`src/rtl/spi_host_pkg.sv`:
```
// Shared defaults and FSM state encoding for the SPI matrix host.
package spi_host_pkg;

    localparam int DEF_WORD_W = 32;
    localparam int DEF_CNT_W  = 18;

    typedef enum logic [2:0] {
        IDLE,
        SETUP,
        LOAD,
        SHIFT,
        HOLD,
        FIN
    } state_t;

endpackage

```
`src/rtl/spi_matrix_host_if.sv`:
```
// Frame/word handshake plus SPI pins of the matrix host.
// master = the requester issuing frames, slave = the host block itself.
interface spi_matrix_host_if
    import spi_host_pkg::*;
#(
    parameter int WORD_W = DEF_WORD_W,
    parameter int CNT_W  = DEF_CNT_W
) ();

    logic              start;
    logic [CNT_W-1:0]  word_count;
    logic [WORD_W-1:0] tx_data;
    logic              tx_valid;
    logic              tx_ready;
    logic [WORD_W-1:0] rx_data;
    logic              rx_valid;
    logic              sclk;
    logic              mosi;
    logic              cs_n;
    logic              miso;
    logic              busy;
    logic              done;

    modport slave (
        input  start, word_count, tx_data, tx_valid, miso,
        output tx_ready, rx_data, rx_valid, sclk, mosi, cs_n, busy, done
    );

    modport master (
        output start, word_count, tx_data, tx_valid, miso,
        input  tx_ready, rx_data, rx_valid, sclk, mosi, cs_n, busy, done
    );

endinterface

```
`src/rtl/spi_half_tick.sv`:
```
// Half-period tick: fires on every CLK_DIV-th enabled cycle, restarts when disabled.
module spi_half_tick #(
    parameter int CLK_DIV = 4
) (
    input  logic clk,
    input  logic rst_n,
    input  logic i_en,
    output logic o_tick
);

    logic [7:0] r_cnt;

    assign o_tick = i_en && (r_cnt == 8'(CLK_DIV - 1));

    // Count enabled cycles; a disabled gap always restarts a full half period.
    always_ff @(posedge clk or negedge rst_n) begin
        if (!rst_n) begin
            r_cnt <= '0;
        end else if (!i_en || o_tick) begin
            r_cnt <= '0;
        end else begin
            r_cnt <= r_cnt + 8'd1;
        end
    end

endmodule

```
`src/rtl/spi_matrix_host.sv`:
```
// SPI mode-0 frame master: streams word_count words MSB first, full duplex.
module spi_matrix_host
    import spi_host_pkg::*;
#(
    parameter int CLK_DIV = 4,
    parameter int WORD_W  = DEF_WORD_W,
    parameter int CNT_W   = DEF_CNT_W
) (
    input logic              clk,
    input logic              rst_n,
    spi_matrix_host_if.slave bus
);

    localparam int               BIT_W    = $clog2(WORD_W);
    localparam logic [BIT_W-1:0] LAST_BIT = BIT_W'(WORD_W - 1);

    state_t            r_state, w_next;
    logic              r_sclk, r_mosi, r_rx_valid;
    logic [WORD_W-1:0] r_tx_sh, r_rx_data;
    logic [WORD_W-2:0] r_rx_sh;
    logic [CNT_W-1:0]  r_remain;
    logic [BIT_W-1:0]  r_bit;
    logic              w_tick, w_tick_en, w_hs, w_word_end;

    assign w_tick_en  = (r_state == SETUP) || (r_state == SHIFT) || (r_state == HOLD);
    assign w_hs       = (r_state == LOAD) && bus.tx_valid;
    // Falling tick that closes the high phase of the last bit.
    assign w_word_end = (r_state == SHIFT) && w_tick && r_sclk && (r_bit == LAST_BIT);

    spi_half_tick #(.CLK_DIV(CLK_DIV)) u_tick (
        .clk    (clk),
        .rst_n  (rst_n),
        .i_en   (w_tick_en),
        .o_tick (w_tick)
    );

    // cs_n, busy and done decode straight from state so reset clears them at once.
    assign bus.cs_n     = !((r_state == SETUP) || (r_state == LOAD) ||
                            (r_state == SHIFT) || (r_state == HOLD));
    assign bus.tx_ready = (r_state == LOAD);
    assign bus.busy     = (r_state != IDLE);
    assign bus.done     = (r_state == FIN);
    assign bus.sclk     = r_sclk;
    assign bus.mosi     = r_mosi;
    assign bus.rx_data  = r_rx_data;
    assign bus.rx_valid = r_rx_valid;

    // State register.
    always_ff @(posedge clk or negedge rst_n) begin
        if (!rst_n) r_state <= IDLE;
        else        r_state <= w_next;
    end

    // Next-state logic; start is only looked at in IDLE.
    always_comb begin
        w_next = r_state;
        case (r_state)
            IDLE:    if (bus.start) w_next = (bus.word_count == '0) ? FIN : SETUP;
            SETUP:   if (w_tick) w_next = LOAD;
            LOAD:    if (bus.tx_valid) w_next = SHIFT;
            SHIFT:   if (w_word_end) w_next = (r_remain != '0) ? LOAD : HOLD;
            HOLD:    if (w_tick) w_next = FIN;
            FIN:     w_next = IDLE;
            default: w_next = IDLE;
        endcase
    end

    // Datapath: word load, sclk phases, mosi shift-out, miso capture.
    always_ff @(posedge clk or negedge rst_n) begin
        if (!rst_n) begin
            r_sclk     <= 1'b0;
            r_mosi     <= 1'b0;
            r_rx_valid <= 1'b0;
            r_rx_data  <= '0;
            r_rx_sh    <= '0;
            r_tx_sh    <= '0;
            r_remain   <= '0;
            r_bit      <= '0;
        end else begin
            r_rx_valid <= 1'b0;
            if (r_state == IDLE && bus.start) begin
                r_remain <= bus.word_count;
            end
            if (w_hs) begin
                r_tx_sh  <= bus.tx_data;
                r_mosi   <= bus.tx_data[WORD_W-1];
                r_remain <= r_remain - 1'b1;
                r_bit    <= '0;
            end
            if (r_state == SHIFT && w_tick) begin
                if (!r_sclk) begin
                    // Rising edge of sclk: sample miso on this very clk edge.
                    r_sclk  <= 1'b1;
                    r_rx_sh <= {r_rx_sh[WORD_W-3:0], bus.miso};
                    if (r_bit == LAST_BIT) begin
                        r_rx_data  <= {r_rx_sh, bus.miso};
                        r_rx_valid <= 1'b1;
                    end
                end else begin
                    // Falling edge: present the next bit for the new low phase.
                    r_sclk <= 1'b0;
                    if (r_bit != LAST_BIT) begin
                        r_bit   <= r_bit + 1'b1;
                        r_tx_sh <= r_tx_sh << 1;
                        r_mosi  <= r_tx_sh[WORD_W-2];
                    end
                end
            end
        end
    end

endmodule

```
`src/flat_wrapper.sv`:
```
// flat-port wrapper written by rule: the top's interface ports become plain ports
module spi_matrix_host_flat import spi_host_pkg::*;
#(
    parameter int CLK_DIV = 4,
    parameter int WORD_W  = DEF_WORD_W,
    parameter int CNT_W   = DEF_CNT_W
)
  (clk, rst_n, bus_start, bus_word_count, bus_tx_data, bus_tx_valid, bus_miso, bus_tx_ready, bus_rx_data, bus_rx_valid, bus_sclk, bus_mosi, bus_cs_n, bus_busy, bus_done);
  spi_matrix_host_if #(.WORD_W(WORD_W), .CNT_W(CNT_W)) bus_i ();
  input logic clk;
  input logic rst_n;
  input wire logic [$bits(bus_i.start)-1:0] bus_start;
  input wire logic [$bits(bus_i.word_count)-1:0] bus_word_count;
  input wire logic [$bits(bus_i.tx_data)-1:0] bus_tx_data;
  input wire logic [$bits(bus_i.tx_valid)-1:0] bus_tx_valid;
  input wire logic [$bits(bus_i.miso)-1:0] bus_miso;
  output wire logic [$bits(bus_i.tx_ready)-1:0] bus_tx_ready;
  output wire logic [$bits(bus_i.rx_data)-1:0] bus_rx_data;
  output wire logic [$bits(bus_i.rx_valid)-1:0] bus_rx_valid;
  output wire logic [$bits(bus_i.sclk)-1:0] bus_sclk;
  output wire logic [$bits(bus_i.mosi)-1:0] bus_mosi;
  output wire logic [$bits(bus_i.cs_n)-1:0] bus_cs_n;
  output wire logic [$bits(bus_i.busy)-1:0] bus_busy;
  output wire logic [$bits(bus_i.done)-1:0] bus_done;
  assign bus_i.start = bus_start;
  assign bus_i.word_count = bus_word_count;
  assign bus_i.tx_data = bus_tx_data;
  assign bus_i.tx_valid = bus_tx_valid;
  assign bus_i.miso = bus_miso;
  assign bus_tx_ready = bus_i.tx_ready;
  assign bus_rx_data = bus_i.rx_data;
  assign bus_rx_valid = bus_i.rx_valid;
  assign bus_sclk = bus_i.sclk;
  assign bus_mosi = bus_i.mosi;
  assign bus_cs_n = bus_i.cs_n;
  assign bus_busy = bus_i.busy;
  assign bus_done = bus_i.done;
  spi_matrix_host #(.CLK_DIV(CLK_DIV), .WORD_W(WORD_W), .CNT_W(CNT_W)) u_core (.clk(clk), .rst_n(rst_n), .bus(bus_i));
endmodule
```
`config.mk`:
```
export PLATFORM = sky130hd
export DESIGN_NAME = spi_matrix_host_flat
export DESIGN_NICKNAME = d
export VERILOG_FILES = /design/src/rtl/spi_host_pkg.sv /design/src/rtl/spi_matrix_host_if.sv /design/src/rtl/spi_half_tick.sv /design/src/rtl/spi_matrix_host.sv /design/src/flat_wrapper.sv
export SDC_FILE = /design/constraint.sdc
export NUM_CORES = 1
export LEC_CHECK = 0
export ABC_AREA = 1
export CAP_MARGIN = 5
export CORE_AREA = 2 2 135 137
export DETAILED_ROUTE_END_ITERATION = 7
export DIE_AREA = 0 0 137 139
export MAX_ROUTING_LAYER = met4
export SLEW_MARGIN = 20
export SYNTH_ARGS = -nofsm -noshare
export SYNTH_HDL_FRONTEND = slang
export SYNTH_HIERARCHICAL = 1
export SYNTH_SLANG_ARGS = --single-unit
```
`constraint.sdc`:
```
create_clock -name clk -period 4 [get_ports clk]
set_clock_uncertainty 0.05 [all_clocks]
set_input_delay 0.8 -clock clk [delete_from_list [all_inputs] [get_ports clk]]
set_output_delay 0.8 -clock clk [all_outputs]
set_load 0.01 [all_outputs]
```
# Yosys cells after proc, flatten, opt, wreduce, memory -nomap -nowiden
# Cells that the tools add are included.
# totals
register_bits,132
output_inout_bits,39
wordCells,76
# op_classes
addsub,3
n_eq_ne,13
mux,27
bitwise_logic,1
reduce_logical,22
# ops
operator,count
$mux 32,4
$mux 18,2
$mux 3,7
$mux 5,4
$logic_not 18->1,1
$reduce_bool 18->1,1
$sub 18x1->18 const B,1
$pmux 3 s5,1
$add 8x1->8 const B,1
$eq 8x2->1 const B,1
$mux 1,8
$mux 8,1
$ne 2x2->1 const B,4
$eq 3x2->1 const B,2
$eq 3x3->1 const B,2
$logic_and 1x1->1,6
$logic_or 1x1->1,6
$add 5x1->5 const B,1
$eq 5x5->1 const B,1
$ne 5x5->1 const B,1
$reduce_and 5->1,1
$eq 3x1->1 const B,1
$logic_not 3->1,1
$reduce_and 3->1,1
other kinds (6),7

# Logic depth before layout (Yosys ltp)
# logic_depth
depth_word,9
ltp_mapped,13
ltp_nobuf,13

# By module
# The synthesis kept the hierarchy.
# modules_own_cells
mod,instances,cells_per_inst,area_each_um2
spi_matrix_host,1,657,5650.4
spi_half_tick,1,56,425.4

# Least setup slack after synthesis
# OpenSTA, ideal clock, no wires.
# synth_path
path_type,register to register
start,register u_core.r_state[1]
end,register u_core.r_mosi (netlist: u_core/bus.mosi)
setup_time_ps,117
arrival_time_ps,1779
slack_ps,2054
stages_incl_launch_ff,11
synth_period_minus_slack_ps,1946
cell_sequence,dfrtp_1 nor2_1 nand2_1 o21ai_0 inv_1 nor2_1 nand4_2 buf_2 buf_2 o21ai_1 inv_1
# synth_via
elab_chain_len,6
elab_cells_between_ends,13
cone_classes,eq/ne: 4; mux: 4; reduce/logical: 5
# synth_lines
element,line_no,source
start: declaration,spi_matrix_host.sv:17,"state_t r_state, w_next;"
start signal: assignment,spi_matrix_host.sv:51,else r_state <= w_next;
$eq 3x1->1 or $eq 3x2->1 (tied branches),spi_matrix_host.sv:25,assign w_tick_en = (r_state == SETUP) || (r_state == SHIFT) || (r_state == HOLD);
$logic_or 1x1->1,spi_matrix_host.sv:25,
$logic_or 1x1->1 (*),spi_matrix_host.sv:25,
net u_core.w_tick_en,spi_matrix_host.sv:23,"logic w_tick, w_tick_en, w_hs, w_word_end;"
$logic_and 1x1->1 (*),spi_half_tick.sv:13,assign o_tick = i_en && (r_cnt == 8'(CLK_DIV - 1));
net u_core.w_tick,spi_matrix_host.sv:23,
$logic_and 1x1->1 (*),spi_matrix_host.sv:90,if (r_state == SHIFT && w_tick) begin
$mux 1 (*),spi_matrix_host.sv:90,
end signal: assignment,spi_matrix_host.sv:86,r_mosi <= bus.tx_data[WORD_W-1];
end signal: assignment,spi_matrix_host.sv:105,r_mosi <= r_tx_sh[WORD_W-2];
end: declaration,spi_matrix_host.sv:18,"logic r_sclk, r_mosi, r_rx_valid;"
# The timed path passes the listed nets; every way through them passes the cells marked *.
# A chain may end at the register's enable or synchronous reset.

# Final worst setup path
# layout_path
start,register u_core.r_state[1]
end,output port bus_cs_n
# layout_via
elab_chain_len,5
elab_cells_between_ends,8
cone_classes,eq/ne: 4; reduce/logical: 4
# layout_lines
element,line_no,source
$eq 3x1->1 or $eq 3x2->1 (tied branches),spi_matrix_host.sv:38,assign bus.cs_n = !((r_state == SETUP) || (r_state == LOAD) ||
$logic_or 1x1->1 (2 in a row),spi_matrix_host.sv:38,
$logic_or 1x1->1 (*),spi_matrix_host.sv:39,(r_state == SHIFT) || (r_state == HOLD));
$logic_not 1->1 (*),spi_matrix_host.sv:38,
end: declaration,flat_wrapper.sv:22,output wire logic [$bits(bus_i.cs_n)-1:0] bus_cs_n;
# Every way passes the cells marked *; elsewhere a longest branch is shown, timed or not.

==> impl_metrics.json <==
{
  "hold_viol_final": 0,
  "path_clk_slew_ns": 0.06,
  "syn_avg_cell_area_um2": 8.52,
  "nets": 865,
  "grt_max_degree": 80,
  "max_clock_freq_mhz": 370,
  "synth.net_count": 773,
  "clock_power_share": 0.345,
  "start_kind": "flop",
  "ir_drop_v": 0.000313,
  "core_area_mm2": 0.0177,
  "cts_setup_buffers": 0,
  "crit_arrival_ns": 1.85,
  "path_max_fanout": 5,
  "dp_hpwl_um": 8940,
  "final_cell_mix": "nand2_1 (178), dfrtp_1 (131), nor2_1 (102)",
  "p_seq_frac": 0.406,
  "final_common_cell": "nand2_1",
  "vias_per_cell": 4.57,
  "drtPass1Iterations": 5,
  "root_buffer": "clkbuf_16",
  "start_util": 0.344,
  "cts_hold_buf": 0,
  "relSlewSlack": 0.444,
  "cts_tree": "done",
  "routed_wl_um": 13700,
  "fin_crit_ns": 2.70,
  "p_int_mw": 3.01,
  "cap_violations": 0,
  "syn_to_final_growth_pct": 28.0,
  "antenna_left": 0,
  "p_sw_frac": 0.335,
  "p_comb_frac": 0.249,
  "crit_type": "flop to output port",
  "synthCells": 713,
  "ys_ff_latch": 131,
  "place_area_mm2": 0.00719,
  "worst_pin_slew_ns": 0.834,
  "drt_first_iter_violations": 299,
  "p_per_area_mw_per_mm2": 581,
  "ios": 94,
  "final_core_util": 0.440,
  "layout-drive-gt1-share": 0.108,
  "diodes": 0,
  "fin_setup_tns_ns": 0,
  "antenna_found_initial": 0,
  "rsz0062_at_grt": "no",
  "grt_pass1_vias": 4635,
  "clockBufferDepth": 2,
  "die_y_um": 139,
  "grt-ovfl-total": 0,
  "p_leak_nw": 3.43,
  "synth-seq-area-share": 0.540,
  "final_cell_area_mm2": 0.00778,
  "slew_viol_final": 0,
  "grt_pass1_wl_um": 22500,
  "end_kind": "output port",
  "syn_area_mm2": 0.00608,
  "critical_path_required_ns": 3.15,
  "post_cts_resized": 0,
  "numCtsBuffers": 17,
  "period_share": 0.675,
  "io_buffers": 93,
  "setup_viol": 0,
  "clock_latency_ns": 0.42,
  "gp_congestion": 0.860,
  "num_rows": 49,
  "ys_types": 29,
  "cts.sinks": 131,
  "whs_ns": 0.375,
  "dieArea_mm2": 0.0190,
  "yosys_warnings": 6,
  "min_path_type": "input pin to asynchronous set/reset pin",
  "status": "finished clean",
  "detail_route.drc_violations": 0,
  "grtUsageTotal": 0.155,
  "htree_levels": 4,
  "power.switching_mw": 1.51,
  "die_w_um": 137,
  "vias": 4787,
  "wl_per_cell_um": 13.1
}
==> registers in the layout, summed over array words and instances, names as in the netlist <==
register and flops:
u_core/bus.rx_data 32, u_core/r_rx_sh 31, u_core/r_tx_sh 31, u_core/r_remain 18, u_core/u_tick/r_cnt 8, u_core/r_bit 5
u_core/r_state 3, u_core/bus.mosi 1, u_core/bus.rx_valid 1, u_core/bus.sclk 1
==> cells by family (layout without fill, tap and decap cells) <==
| logic type | after synthesis | in the layout | synth area share |
|---|---|---|---|
| flip-flops | 131 | 131 | 0.540 |
| XOR/XNOR | 9 | 9 | 0.0130 |
| buffers and inverters | 102 | 207 | 0.0743 |
| AO/OA/AOI/OAI | 123 | 123 | 0.128 |
| AND/OR/NAND/NOR | 343 | 343 | 0.235 |
| adder cells (fa/ha/maj) | 5 | 5 | 0.0103 |
==> through the flow <==
step	instances	worst slack, ns	power, mW
6_report	1047	1.30	4.52
5_1_grt	1047	0.974	4.84
4_1_cts	1047	1.18	4.57
3_5_place_dp	1015	1.33	2.99
3_3_place_gp	1015	1.38	2.98
2_1_floorplan	713	2.05	2.62
==> cell type report <==
type / count / area [µm²]
repair buffers: 99 / 990
clock buffers: 19 / 443
fillers: 1756 / 9880
inverters: 76 / 285
flip-flops and latches: 131 / 3280
clock inverters: 13 / 148
multi-input cells: 480 / 2350
well taps: 229 / 287
==> synthesized netlist by cell type, drive strengths merged <==
cell	instances	area [µm²]
xor2	5	43.8
ha	5	62.6
a22oi	1	7.51
inv	76	285
dfrtp	131	3280
nor3	3	15.0
o21ai	85	534
nand4	6	43.8
nand2	184	716
nand3	38	190
o211ai	2	15.0
o221ai	1	8.76
clkbuf	5	18.8
a21oi	2	10.0
xnor2	4	35.0
buf	21	148
o22ai	32	200
nor2	112	464
==> power by group through the flow <==
stage	logic [mW]	clock network (mW)	registers, mW
after floorplan	0.819	0	1.80
after global placement	1.12	0	1.85
after detailed placement	1.13	0	1.85
after CTS	1.13	1.60	1.83
after global routing	1.30	1.66	1.88
final	1.12	1.56	1.84
==> critical path, stage by stage (launching register included) <==
cell	delay, ns
dfrtp_1	0.43
nor2_1	0.24
nand2_1	0.13
nand3_1	0.10
inv_1	0.07
clkdlybuf4s50_1	0.48
==> metal layers <==
metal  up-vias  part of all wire  global-route usage
li1       2468                 -                   -
met1      2216              0.50               0.214
met2        96              0.45               0.217
met3         7             0.043              0.0431
met4         0            0.0054              0.0537
met5         -                 0                   -
==> final timing paths <==
check | slack, ns | end | from | cells past startpoint
max | 1.30 | bus_cs_n | u_core/r_state[1]$_DFFE_PN0P_ | 5
min | 0.38 | u_core/r_remain[13]$_DFFE_PN0P_ | rst_n | 1
max reg2reg | 1.33 | u_core/r_tx_sh[19]$_DFF_PN0_ | u_core/r_state[1]$_DFFE_PN0P_ | 11
min reg2reg | 0.43 | u_core/r_rx_sh[23]$_DFFE_PN0P_ | u_core/r_rx_sh[22]$_DFFE_PN0P_ | 2
max in group asynchronous | 2.78 | u_core/r_rx_sh[27]$_DFFE_PN0P_ | rst_n | 2
min in group clk | 0.43 | u_core/r_rx_sh[23]$_DFFE_PN0P_ | u_core/r_rx_sh[22]$_DFFE_PN0P_ | 2
No activity file was read; power rests on OpenSTA's default activity.
